==> config.mk <==
export PLATFORM = sky130hd
export DESIGN_NAME = mem_stall_ctrl_flat
export DESIGN_NICKNAME = d
export VERILOG_FILES = /design/src/rtl/mem_stall_ctrl_if.sv /design/src/rtl/mem_stall_ctrl.sv /design/src/flat_wrapper.sv
export SDC_FILE = /design/constraint.sdc
export NUM_CORES = 1
export LEC_CHECK = 0
export CORE_MARGIN = 5
export CORE_UTILIZATION = 45
export CTS_BUF_LIST = sky130_fd_sc_hd__clkbuf_16
export DETAILED_ROUTE_END_ITERATION = 8
export PLACE_DENSITY_LB_ADDON = 0.2
export SLEW_MARGIN = 20
export SYNTH_ARGS = -nofsm -noshare
export SYNTH_HDL_FRONTEND = slang
export SYNTH_SLANG_ARGS = --single-unit
==> constraint.sdc <==
create_clock -name clk_i -period 3.7 [get_ports clk_i]
set_input_delay 0.925 -clock clk_i [delete_from_list [all_inputs] [get_ports clk_i]]
set_output_delay 0.925 -clock clk_i [all_outputs]
set_load 0.05 [all_outputs]
==> src/rtl/mem_stall_ctrl_if.sv <==
// Pipeline-side and data-memory-side signals of the MEM-stage stall controller.
// The slave modport is the controller; the master modport is the pipeline/memory environment.
interface mem_stall_ctrl_if;
    logic        MemRead_i;
    logic        MemWrite_i;
    logic [31:0] Addr_i;
    logic [31:0] WriteData_i;
    logic        mem_ack_i;
    logic [31:0] mem_rdata_i;
    logic        mem_req_o;
    logic        mem_we_o;
    logic [31:0] mem_addr_o;
    logic [31:0] mem_wdata_o;
    logic [31:0] ReadData_o;
    logic        stall_o;
    logic        bubble_o;
    logic        err_o;
    logic [15:0] stall_cnt_o;

    modport slave (
        input  MemRead_i, MemWrite_i, Addr_i, WriteData_i, mem_ack_i, mem_rdata_i,
        output mem_req_o, mem_we_o, mem_addr_o, mem_wdata_o, ReadData_o,
               stall_o, bubble_o, err_o, stall_cnt_o
    );

    modport master (
        output MemRead_i, MemWrite_i, Addr_i, WriteData_i, mem_ack_i, mem_rdata_i,
        input  mem_req_o, mem_we_o, mem_addr_o, mem_wdata_o, ReadData_o,
               stall_o, bubble_o, err_o, stall_cnt_o
    );
endinterface

==> src/rtl/mem_stall_ctrl.sv <==
// MEM-stage stall controller: holds the pipeline while a load/store waits for a
// variable-latency data memory, with a timeout that abandons the access and flags an error.
module mem_stall_ctrl #(
    parameter int unsigned TIMEOUT = 16
) (
    input  logic             clk_i,
    input  logic             start_i,
    mem_stall_ctrl_if.slave  bus
);
    typedef enum logic [1:0] {
        IDLE = 2'd0,
        WAIT = 2'd1,
        DONE = 2'd2
    } state_e;

    localparam logic [7:0] WCNT_LAST = 8'(TIMEOUT - 1);

    state_e      state_q, state_d;
    logic [7:0]  wcnt_q, wcnt_d;
    logic        req_q, req_d;
    logic        we_q, we_d;
    logic [31:0] addr_q, addr_d;
    logic [31:0] wdata_q, wdata_d;
    logic [31:0] rdata_q, rdata_d;
    logic        err_q, err_d;
    logic [15:0] scnt_q, scnt_d;
    logic        access;
    logic        stall;

    assign access = bus.MemRead_i | bus.MemWrite_i;
    // Gated by start_i so an asserted reset releases the pipeline in the same cycle.
    assign stall  = start_i & (((state_q == IDLE) & access) | (state_q == WAIT));

    always_comb begin
        state_d = state_q;
        wcnt_d  = wcnt_q;
        req_d   = req_q;
        we_d    = we_q;
        addr_d  = addr_q;
        wdata_d = wdata_q;
        rdata_d = rdata_q;
        err_d   = err_q;
        scnt_d  = (stall && scnt_q != 16'hFFFF) ? scnt_q + 16'd1 : scnt_q;

        case (state_q)
            IDLE: begin
                if (access) begin
                    state_d = WAIT;
                    req_d   = 1'b1;
                    we_d    = bus.MemWrite_i;
                    addr_d  = bus.Addr_i;
                    wdata_d = bus.WriteData_i;
                    wcnt_d  = 8'd0;
                end
            end
            WAIT: begin
                // Ack takes priority over a coinciding timeout.
                if (bus.mem_ack_i) begin
                    state_d = DONE;
                    req_d   = 1'b0;
                    if (!we_q) rdata_d = bus.mem_rdata_i;
                end else if (wcnt_q == WCNT_LAST) begin
                    state_d = DONE;
                    req_d   = 1'b0;
                    err_d   = 1'b1;
                    rdata_d = 32'd0;
                end else begin
                    wcnt_d = wcnt_q + 8'd1;
                end
            end
            DONE: begin
                state_d = IDLE;
            end
            default: begin
                state_d = IDLE;
                req_d   = 1'b0;
            end
        endcase
    end

    always_ff @(posedge clk_i or negedge start_i) begin
        if (!start_i) begin
            state_q <= IDLE;
            wcnt_q  <= 8'd0;
            req_q   <= 1'b0;
            we_q    <= 1'b0;
            addr_q  <= 32'd0;
            wdata_q <= 32'd0;
            rdata_q <= 32'd0;
            err_q   <= 1'b0;
            scnt_q  <= 16'd0;
        end else begin
            state_q <= state_d;
            wcnt_q  <= wcnt_d;
            req_q   <= req_d;
            we_q    <= we_d;
            addr_q  <= addr_d;
            wdata_q <= wdata_d;
            rdata_q <= rdata_d;
            err_q   <= err_d;
            scnt_q  <= scnt_d;
        end
    end

    assign bus.mem_req_o   = req_q;
    assign bus.mem_we_o    = we_q;
    assign bus.mem_addr_o  = addr_q;
    assign bus.mem_wdata_o = wdata_q;
    assign bus.ReadData_o  = rdata_q;
    assign bus.stall_o     = stall;
    assign bus.bubble_o    = stall;
    assign bus.err_o       = err_q;
    assign bus.stall_cnt_o = scnt_q;
endmodule

==> src/flat_wrapper.sv <==
// flat-port wrapper written by rule: the top's interface ports become plain ports
module mem_stall_ctrl_flat 
#(
    parameter int unsigned TIMEOUT = 16
)
  (clk_i, start_i, bus_MemRead_i, bus_MemWrite_i, bus_Addr_i, bus_WriteData_i, bus_mem_ack_i, bus_mem_rdata_i, bus_mem_req_o, bus_mem_we_o, bus_mem_addr_o, bus_mem_wdata_o, bus_ReadData_o, bus_stall_o, bus_bubble_o, bus_err_o, bus_stall_cnt_o);
  mem_stall_ctrl_if bus_i ();
  input  logic clk_i;
  input  logic start_i;
  input wire logic [$bits(bus_i.MemRead_i)-1:0] bus_MemRead_i;
  input wire logic [$bits(bus_i.MemWrite_i)-1:0] bus_MemWrite_i;
  input wire logic [$bits(bus_i.Addr_i)-1:0] bus_Addr_i;
  input wire logic [$bits(bus_i.WriteData_i)-1:0] bus_WriteData_i;
  input wire logic [$bits(bus_i.mem_ack_i)-1:0] bus_mem_ack_i;
  input wire logic [$bits(bus_i.mem_rdata_i)-1:0] bus_mem_rdata_i;
  output wire logic [$bits(bus_i.mem_req_o)-1:0] bus_mem_req_o;
  output wire logic [$bits(bus_i.mem_we_o)-1:0] bus_mem_we_o;
  output wire logic [$bits(bus_i.mem_addr_o)-1:0] bus_mem_addr_o;
  output wire logic [$bits(bus_i.mem_wdata_o)-1:0] bus_mem_wdata_o;
  output wire logic [$bits(bus_i.ReadData_o)-1:0] bus_ReadData_o;
  output wire logic [$bits(bus_i.stall_o)-1:0] bus_stall_o;
  output wire logic [$bits(bus_i.bubble_o)-1:0] bus_bubble_o;
  output wire logic [$bits(bus_i.err_o)-1:0] bus_err_o;
  output wire logic [$bits(bus_i.stall_cnt_o)-1:0] bus_stall_cnt_o;
  assign bus_i.MemRead_i = bus_MemRead_i;
  assign bus_i.MemWrite_i = bus_MemWrite_i;
  assign bus_i.Addr_i = bus_Addr_i;
  assign bus_i.WriteData_i = bus_WriteData_i;
  assign bus_i.mem_ack_i = bus_mem_ack_i;
  assign bus_i.mem_rdata_i = bus_mem_rdata_i;
  assign bus_mem_req_o = bus_i.mem_req_o;
  assign bus_mem_we_o = bus_i.mem_we_o;
  assign bus_mem_addr_o = bus_i.mem_addr_o;
  assign bus_mem_wdata_o = bus_i.mem_wdata_o;
  assign bus_ReadData_o = bus_i.ReadData_o;
  assign bus_stall_o = bus_i.stall_o;
  assign bus_bubble_o = bus_i.bubble_o;
  assign bus_err_o = bus_i.err_o;
  assign bus_stall_cnt_o = bus_i.stall_cnt_o;
  mem_stall_ctrl #(.TIMEOUT(TIMEOUT)) u_core (.clk_i(clk_i), .start_i(start_i), .bus(bus_i));
endmodule
==> out/summary.log, run 1 <==
qor: clocking.sink_count 125
qor: global_route.overall_track_demand_over_capacity_in_global_routing 19.0%
qor: sta.clock.fmax 0.322 GHz
qor: finish.mostFrequentLayoutCell sky130_fd_sc_hd__clkdlybuf4s50_1
qor: setup_path.reg2reg_from u_core.wcnt_q[5]
qor: clocking.holdBufCountCts 0
qor: global_route.grt.overflow.total 0
qor: die.die_area 0.0132 sq mm
qor: synth.synth_register_bits 125
qor: clocking.clk_transition_reported_paths 0.06 ns
qor: synth.syn_area 0.00496 sq mm
qor: clocking.cts.htree.levels 4
qor: setup_path.crit_fanout 3
qor: power_and_ir_drop.powerDensity 1080 mW/mm^2
qor: route.ant_nets 0
qor: synth.synth-edff-count 0
qor: finish.non_filler_instance_count_after_layout 721
qor: clocking.clk_root_buffer_cell sky130_fd_sc_hd__clkbuf_16
qor: sta.setup_repair_after_global_routing_missed_its_margin false
qor: power_and_ir_drop.power.share.sequential 27.3%
qor: setup_path.setup.reg_to_reg.worst_slack 1.81 ns
qor: power_and_ir_drop.vdd_drop_max 0.655 mV
qor: synth.postSynth.topFlopCell sky130_fd_sc_hd__dfrtp_1
qor: placed_design.detailed_place.area 0.00727 sq mm
qor: synth.sequential_cell_area_fraction_in_the_yosys_report 63.1%
qor: power_and_ir_drop.netSwitchingPower 0.00378 W
qor: hold_path.min-delay-start u_core.bus.err_o
qor: route.dr.first_iter.drc_count 172
qor: sta.timing.final.hold_violations 0
qor: route.routed_wl 12,400 um
qor: route.wl_per_cell 17.2 um
qor: synth.synthesis.area_per_instance 14.5 sq um
qor: hold_path.worst_hold_path.num_cells 1
qor: setup_path.start_kind input pin
qor: setup_path.r2r_cells 4
qor: power_and_ir_drop.p_clk_share 20.1%
qor: placed_design.cell_count_after_placement 689
qor: clocking.clk-insertion-delay-late 0.40 ns
qor: synth.netlist.top_cell.by_area sky130_fd_sc_hd__dfrtp_1
qor: die.floorplan.core_area 0.0108 sq mm
qor: die.starting_density_of_the_core 45.7%
qor: placed_design.numPortBuffers 217
qor: sta.timing.final.max_slew_violations 0
qor: route.post_drt_via_cell_ratio 5.05
qor: setup_path.critical_path_required 2.77 ns
qor: clocking.post_cts_repair_resize_count 0
qor: synth.yosysTopAreaCellShare 63.1%
qor: clocking.cts_tree built
qor: synth.netlist_cell_types 37
qor: route.post-route-drc-count 0
qor: sta.max-slew-margin-rel 42.6%
qor: finish.antenna-diode-count 0
qor: placed_design.dp.final_hpwl 9000 um
qor: finish.final_net_count 671
qor: die.die_y 115 um
qor: sta.pin_slew_with_the_least_headroom_to_its_limit 0.862 ns
qor: synth.top_cells_by_area_in_the_synthesized_netlist sky130_fd_sc_hd__dfrtp_1 63%, sky130_fd_sc_hd__mux2_2 15%, sky130_fd_sc_hd__a22o_1 5.8%, sky130_fd_sc_hd__xnor2_1 1.9%, sky130_fd_sc_hd__nor2_1 1.1%
qor: power_and_ir_drop.p_comb_share 52.6%
qor: power_and_ir_drop.power_leakage 3.37 nW
qor: power_and_ir_drop.p_int 0.00476 W
qor: placed_design.gp_routability_congestion 0.797
qor: power_and_ir_drop.switching_share 44.3%
qor: sta.timing.final.setup_violations 0
qor: global_route.initial_antenna_violation_count 0
qor: global_route.pin_count_of_the_biggest_net_entering_global_routing 71
qor: route.drt_pre_antenna_iters 4
qor: hold_path.holdPathEnd u_core.bus.err_o
qor: finish.fin_area 0.00789 sq mm
qor: die.die_x 115 um
qor: finish.synthesis_to_finish_area_growth 59.2%
qor: setup_path.crit_arrival 2.18 ns
qor: clocking.cts_inserted_buffers 17
qor: synth.netlist_instances 342
qor: clocking.post-cts-setup-buffer-count 0
qor: sta.finalClockSkew 0.00458 ns
qor: clocking.clock_path_buffers 2
qor: die.placementRows 38
qor: finish.layout_common_cells 214 x sky130_fd_sc_hd__clkdlybuf4s50_1, 125 x sky130_fd_sc_hd__dfrtp_1, 65 x sky130_fd_sc_hd__mux2_2
qor: setup_path.setup.worst_path.end_class output pin
qor: sta.post-route-min-period 3.10 ns
qor: sta.final.period_utilization 83.8%
qor: route.dr_total_vias 3,643
qor: setup_path.critical_setup_path_class input pin to output pin
qor: job.number_of_maximum_capacitance_violations 0
qor: synth.synthesis.yosys.warnings 0
qor: synth.mappedNetlistNets 445
qor: synth.asyncSetResetFlopFracSynth 100%
qor: sta.totalNegativeSetupSlack 0 ns
qor: finish.share_of_final_layout_standard_cells_stronger_than_drive_strength_1 20.5%
qor: die.io_pins 218
qor: setup_path.crit-reg2reg-capture u_core.bus.ReadData_o[5]
qor: hold_path.hold_class register to register
qor: global_route.global_route_wire_length_before_repair 19,800 um
qor: run_status.run_status complete, no violations
qor: global_route.first_global_vias 3,908
-- cells in the mapped netlist (2+ instances only) --
cell type                  instances
sky130_fd_sc_hd__nor2_1           15
sky130_fd_sc_hd__dfrtp_1         125
sky130_fd_sc_hd__o31ai_1           5
sky130_fd_sc_hd__and3_1            4
sky130_fd_sc_hd__xor2_1            2
sky130_fd_sc_hd__and4_1            2
sky130_fd_sc_hd__nand2_1          11
sky130_fd_sc_hd__buf_4             7
sky130_fd_sc_hd__nand2_4           2
sky130_fd_sc_hd__xnor2_1          11
sky130_fd_sc_hd__o21ai_0           2
sky130_fd_sc_hd__nor2_2            2
sky130_fd_sc_hd__mux2_2           65
sky130_fd_sc_hd__o21ai_1           6
sky130_fd_sc_hd__nand3_1          10
sky130_fd_sc_hd__ha_1              2
sky130_fd_sc_hd__inv_1             4
sky130_fd_sc_hd__a22o_1           33
sky130_fd_sc_hd__buf_6             3
sky130_fd_sc_hd__nand2b_1          3
sky130_fd_sc_hd__nand4_1           7
sky130_fd_sc_hd__buf_2             5
sky130_fd_sc_hd__a31oi_1           2
-- routing by layer --
metal	part of all wire, %	GRT usage, %	wire, um	vias up
met3	8.9	6.84	1100	11
met5	0	0	0	-
met1	43	24.7	5290	1766
li1	-	-	-	1707
met4	1.0	5.09	125	0
met2	47	30.5	5860	159
-- per-stage QoR --
| step | total power [W] | setup slack [ns] | utilization (%) | hold WS, ns |
|---|---|---|---|---|
| 4_1_cts | 0.00863 | 0.580 | 72.8 | 0.470 |
| 2_1_floorplan | 0.00531 | 0.904 | - | 0.446 |
| 6_report | 0.00854 | 0.598 | 72.8 | 0.460 |
| 5_1_grt | 0.00892 | 0.512 | 72.8 | 0.494 |
| 3_3_place_gp | 0.00678 | 0.608 | 67.0 | 0.443 |
| 3_5_place_dp | 0.00686 | 0.605 | 67.0 | 0.453 |
-- cell type report --
class / instances / area (sq um)
inverter: 5 / 21.3
multi-input combinational: 197 / 1700
clock buffer: 17 / 425
tap: 140 / 175
timing repair buffer: 222 / 2240
fill: 746 / 2950
clock inverter: 15 / 196
sequential: 125 / 3130
-- worst max-delay path by stage --
stage	startpoint	end	depth (start not counted)	slack, ns
after global placement	bus_MemWrite_i	bus_stall_o	4	0.61
after CTS	bus_MemWrite_i	bus_bubble_o	4	0.58
after floorplan	bus_MemWrite_i	bus_stall_o	3	0.90
after detailed placement	bus_MemWrite_i	bus_bubble_o	4	0.60
final	bus_MemWrite_i	bus_bubble_o	4	0.60
after global routing	bus_MemWrite_i	bus_bubble_o	4	0.51
-- power by group through the flow --
stage	Combinational (W)	Clock (W)	Sequential, W
2_1_floorplan	0.00102	0	0.00429
3_3_place_gp	0.00447	0	0.00231
3_5_place_dp	0.00452	0	0.00234
4_1_cts	0.00453	0.00176	0.00233
5_1_grt	0.00467	0.00183	0.00242
6_report	0.00449	0.00172	0.00233
-- cells by family (layout without fill, tap and decap cells) --
group / Yosys count / in the layout / synth area share (%)
DFF: 125 / 125 / 63.1
xor gates and xnor gates: 13 / 13 / 2.30
muxes: 67 / 67 / 15.2
AOI/OAI and AO/OA: 55 / 55 / 9.77
and+or+nand+nor: 60 / 60 / 6.46
adders and majority gates: 2 / 2 / 0.505
buffers and inverters: 20 / 259 / 2.68
-- critical path: stages --
cell and delay, ns:
sky130_fd_sc_hd__clkdlybuf4s50_1 0.45, sky130_fd_sc_hd__o311ai_2 0.40, sky130_fd_sc_hd__inv_1 0.21, sky130_fd_sc_hd__buf_12 0.20
-- flip-flops by register name (all words and copies together), names as in the netlist --
register,cells
u_core.bus.mem_we_o,1
u_core.bus.stall_cnt_o,16
u_core.bus.mem_addr_o,32
u_core.bus.ReadData_o,32
u_core.bus.mem_req_o,1
u_core.state_q,2
u_core.bus.err_o,1
u_core.bus.mem_wdata_o,32
u_core.wcnt_q,8
No activity file was read; power rests on OpenSTA's default activity.
==> run 2: changes to the inputs <==
--- a/config.mk
+++ b/config.mk
@@ -6,7 +6,7 @@
 export NUM_CORES = 1
 export LEC_CHECK = 0
 export CORE_MARGIN = 5
-export CORE_UTILIZATION = 45
+export CORE_UTILIZATION = 42
 export CTS_BUF_LIST = sky130_fd_sc_hd__clkbuf_16
 export DETAILED_ROUTE_END_ITERATION = 8
 export PLACE_DENSITY_LB_ADDON = 0.2
==> constraint.sdc (replaced) <==
create_clock -name clk_i -period 3 [get_ports clk_i]
set_input_delay 0.75 -clock clk_i [delete_from_list [all_inputs] [get_ports clk_i]]
set_output_delay 0.75 -clock clk_i [all_outputs]
set_load 0.05 [all_outputs]
==> run 2 against run 1 <==
Effect of this change:
- clock skew up 0.0016 ns
- first-iteration DRC count up 26%
- sequential share of layout area up 0.27 points
- clock-buffer cell count is the same
- critical path type unchanged
- critical endpoint unchanged
==> out/summary.log, run 2 (same netlist as run 1, synthesis figures left out) <==
qor: sta.pin_slew_with_the_least_headroom_to_its_limit 0.629 ns
qor: route.post_drt_via_cell_ratio 5.07
qor: hold_path.holdPathEnd u_core.bus.err_o
qor: route.routed_wl 13,400 um
qor: setup_path.critical_setup_path_class input pin to output pin
qor: hold_path.hold_class register to register
qor: setup_path.crit-reg2reg-capture u_core.bus.stall_cnt_o[12]
qor: placed_design.dp.final_hpwl 9580 um
qor: sta.setup_repair_after_global_routing_missed_its_margin false
qor: clocking.cts.htree.levels 4
qor: placed_design.gp_routability_congestion 0.769
qor: clocking.holdBufCountCts 0
qor: power_and_ir_drop.p_clk_share 18.6%
qor: setup_path.r2r_cells 6
qor: finish.mostFrequentLayoutCell sky130_fd_sc_hd__clkdlybuf4s50_1
qor: finish.synthesis_to_finish_area_growth 58.1%
qor: power_and_ir_drop.switching_share 45.1%
qor: setup_path.setup.worst_path.end_class output pin
qor: route.dr_total_vias 3,664
qor: setup_path.critical_path_required 2.25 ns
qor: run_status.run_status complete, no violations
qor: sta.timing.final.max_slew_violations 0
qor: global_route.pin_count_of_the_biggest_net_entering_global_routing 126
qor: power_and_ir_drop.p_comb_share 53.9%
qor: finish.share_of_final_layout_standard_cells_stronger_than_drive_strength_1 19.8%
qor: sta.post-route-min-period 2.64 ns
qor: clocking.clk_transition_reported_paths 0.05 ns
qor: setup_path.crit_arrival 1.89 ns
qor: finish.fin_area 0.00784 sq mm
qor: sta.totalNegativeSetupSlack 0 ns
qor: clocking.post-cts-setup-buffer-count 0
qor: power_and_ir_drop.vdd_drop_max 0.734 mV
qor: sta.final.period_utilization 88.0%
qor: route.wl_per_cell 18.6 um
qor: sta.max-slew-margin-rel 58.1%
qor: clocking.post_cts_repair_resize_count 0
qor: die.die_x 119 um
qor: route.dr.first_iter.drc_count 217
qor: hold_path.worst_hold_path.num_cells 1
qor: setup_path.setup.reg_to_reg.worst_slack 1.09 ns
qor: clocking.cts_tree built
qor: route.drt_pre_antenna_iters 5
qor: finish.layout_common_cells 214 x sky130_fd_sc_hd__clkdlybuf4s50_1, 125 x sky130_fd_sc_hd__dfrtp_1, 65 x sky130_fd_sc_hd__mux2_2
qor: die.starting_density_of_the_core 43.0%
qor: finish.antenna-diode-count 0
qor: setup_path.crit_fanout 3
qor: die.placementRows 39
qor: route.post-route-drc-count 0
qor: die.die_y 119 um
qor: finish.final_net_count 670
qor: sta.timing.final.hold_violations 0
qor: global_route.first_global_vias 3,883
qor: hold_path.min-delay-start u_core.bus.err_o
qor: die.floorplan.core_area 0.0115 sq mm
qor: clocking.cts_inserted_buffers 17
qor: global_route.overall_track_demand_over_capacity_in_global_routing 19.3%
qor: sta.finalClockSkew 0.00621 ns
qor: global_route.global_route_wire_length_before_repair 21,400 um
qor: sta.clock.fmax 0.379 GHz
qor: power_and_ir_drop.powerDensity 1320 mW/mm^2
qor: finish.n_fill_cell 854
qor: global_route.grt.overflow.total 0
qor: die.die_area 0.0141 sq mm
qor: route.ant_nets 0
qor: die.io_pins 218
qor: placed_design.detailed_place.area 0.00728 sq mm
qor: sta.timing.final.setup_violations 0
qor: setup_path.start_kind input pin
qor: clocking.clock_path_buffers 2
qor: setup_path.reg2reg_from u_core.bus.stall_cnt_o[0]
qor: clocking.clk-insertion-delay-late 0.41 ns
qor: power_and_ir_drop.p_int 0.00568 W
qor: clocking.clk_root_buffer_cell sky130_fd_sc_hd__clkbuf_16
qor: clocking.sink_count 125
qor: placed_design.numPortBuffers 217
qor: power_and_ir_drop.power_leakage 3.35 nW
qor: global_route.initial_antenna_violation_count 0
qor: job.number_of_maximum_capacitance_violations 0
qor: power_and_ir_drop.power.share.sequential 27.5%
qor: power_and_ir_drop.netSwitchingPower 0.00467 W
## run 2: changes by cell type in the layout (fill, tap and decap cells not counted), sizes merged
cell / before / now
clkinvlp: 3 / 4
clkinv: 7 / 6
inv: 6 / 8
buf: 8 / 7
bufinv: 4 / 2
## run 2: cell type report
class	instances	area [sq um]	area share [%]
Clock buffer	17	425	5.43
Clock inverter	15	134	1.71
Inverter	5	21.3	0.271
Multi-Input combinational cell	197	1700	21.7
Sequential cell	125	3130	39.9
Tap cell	143	179	2.28
Timing Repair Buffer	221	2240	28.6
## run 2: how the worst max path moves through the flow
| stage | start | endpoint | slack (ns) | cells past startpoint |
|---|---|---|---|---|
| finish | bus_MemWrite_i | bus_bubble_o | 0.36 | 4 |
| global placement | bus_MemWrite_i | bus_stall_o | 0.39 | 4 |
| global route | bus_MemWrite_i | bus_stall_o | 0.31 | 4 |
| floorplan | bus_MemWrite_i | bus_stall_o | 0.55 | 3 |
| detailed placement | bus_MemWrite_i | u_core.wcnt_q[3] | 0.35 | 8 |
| CTS | bus_MemWrite_i | bus_bubble_o | 0.36 | 4 |
## run 2: power by group through the flow
| stage | clock, W | combinational [W] | sequential [W] |
|---|---|---|---|
| global route | 0.00205 | 0.00580 | 0.00294 |
| global placement | 0 | 0.00556 | 0.00284 |
| detailed placement | 0 | 0.00562 | 0.00287 |
| CTS | 0.00196 | 0.00564 | 0.00285 |
| floorplan | 0 | 0.00126 | 0.00529 |
| finish | 0.00192 | 0.00558 | 0.00285 |
## run 2: through the flow
step	hold slack, ns	util (%)	worst slack, ns	total power, W	instances
3_5_place_dp	0.449	63.2	0.352	0.00849	691
4_1_cts	0.461	68.0	0.358	0.0105	723
5_1_grt	0.505	68.0	0.310	0.0108	723
6_report	0.455	68.0	0.360	0.0104	723
3_3_place_gp	0.447	63.2	0.393	0.00840	691
2_1_floorplan	0.446	-	0.554	0.00655	342
## run 2: routing by layer
layer | part of all wire (%) | wire, um | vias up | GRT usage, %
met3 | 7.8 | 1040 | 23 | 7.64
met1 | 42 | 5710 | 1781 | 24.0
met5 | 0 | 0 | - | 0
met2 | 47 | 6380 | 161 | 30.5
met4 | 2.3 | 306 | 0 | 7.39
li1 | - | - | 1699 | -
## run 2: critical path, cell delays in order
cell                              delay [ns]
sky130_fd_sc_hd__clkdlybuf4s50_1        0.46
sky130_fd_sc_hd__o311ai_2               0.31
sky130_fd_sc_hd__inv_1                  0.18
sky130_fd_sc_hd__buf_12                 0.19
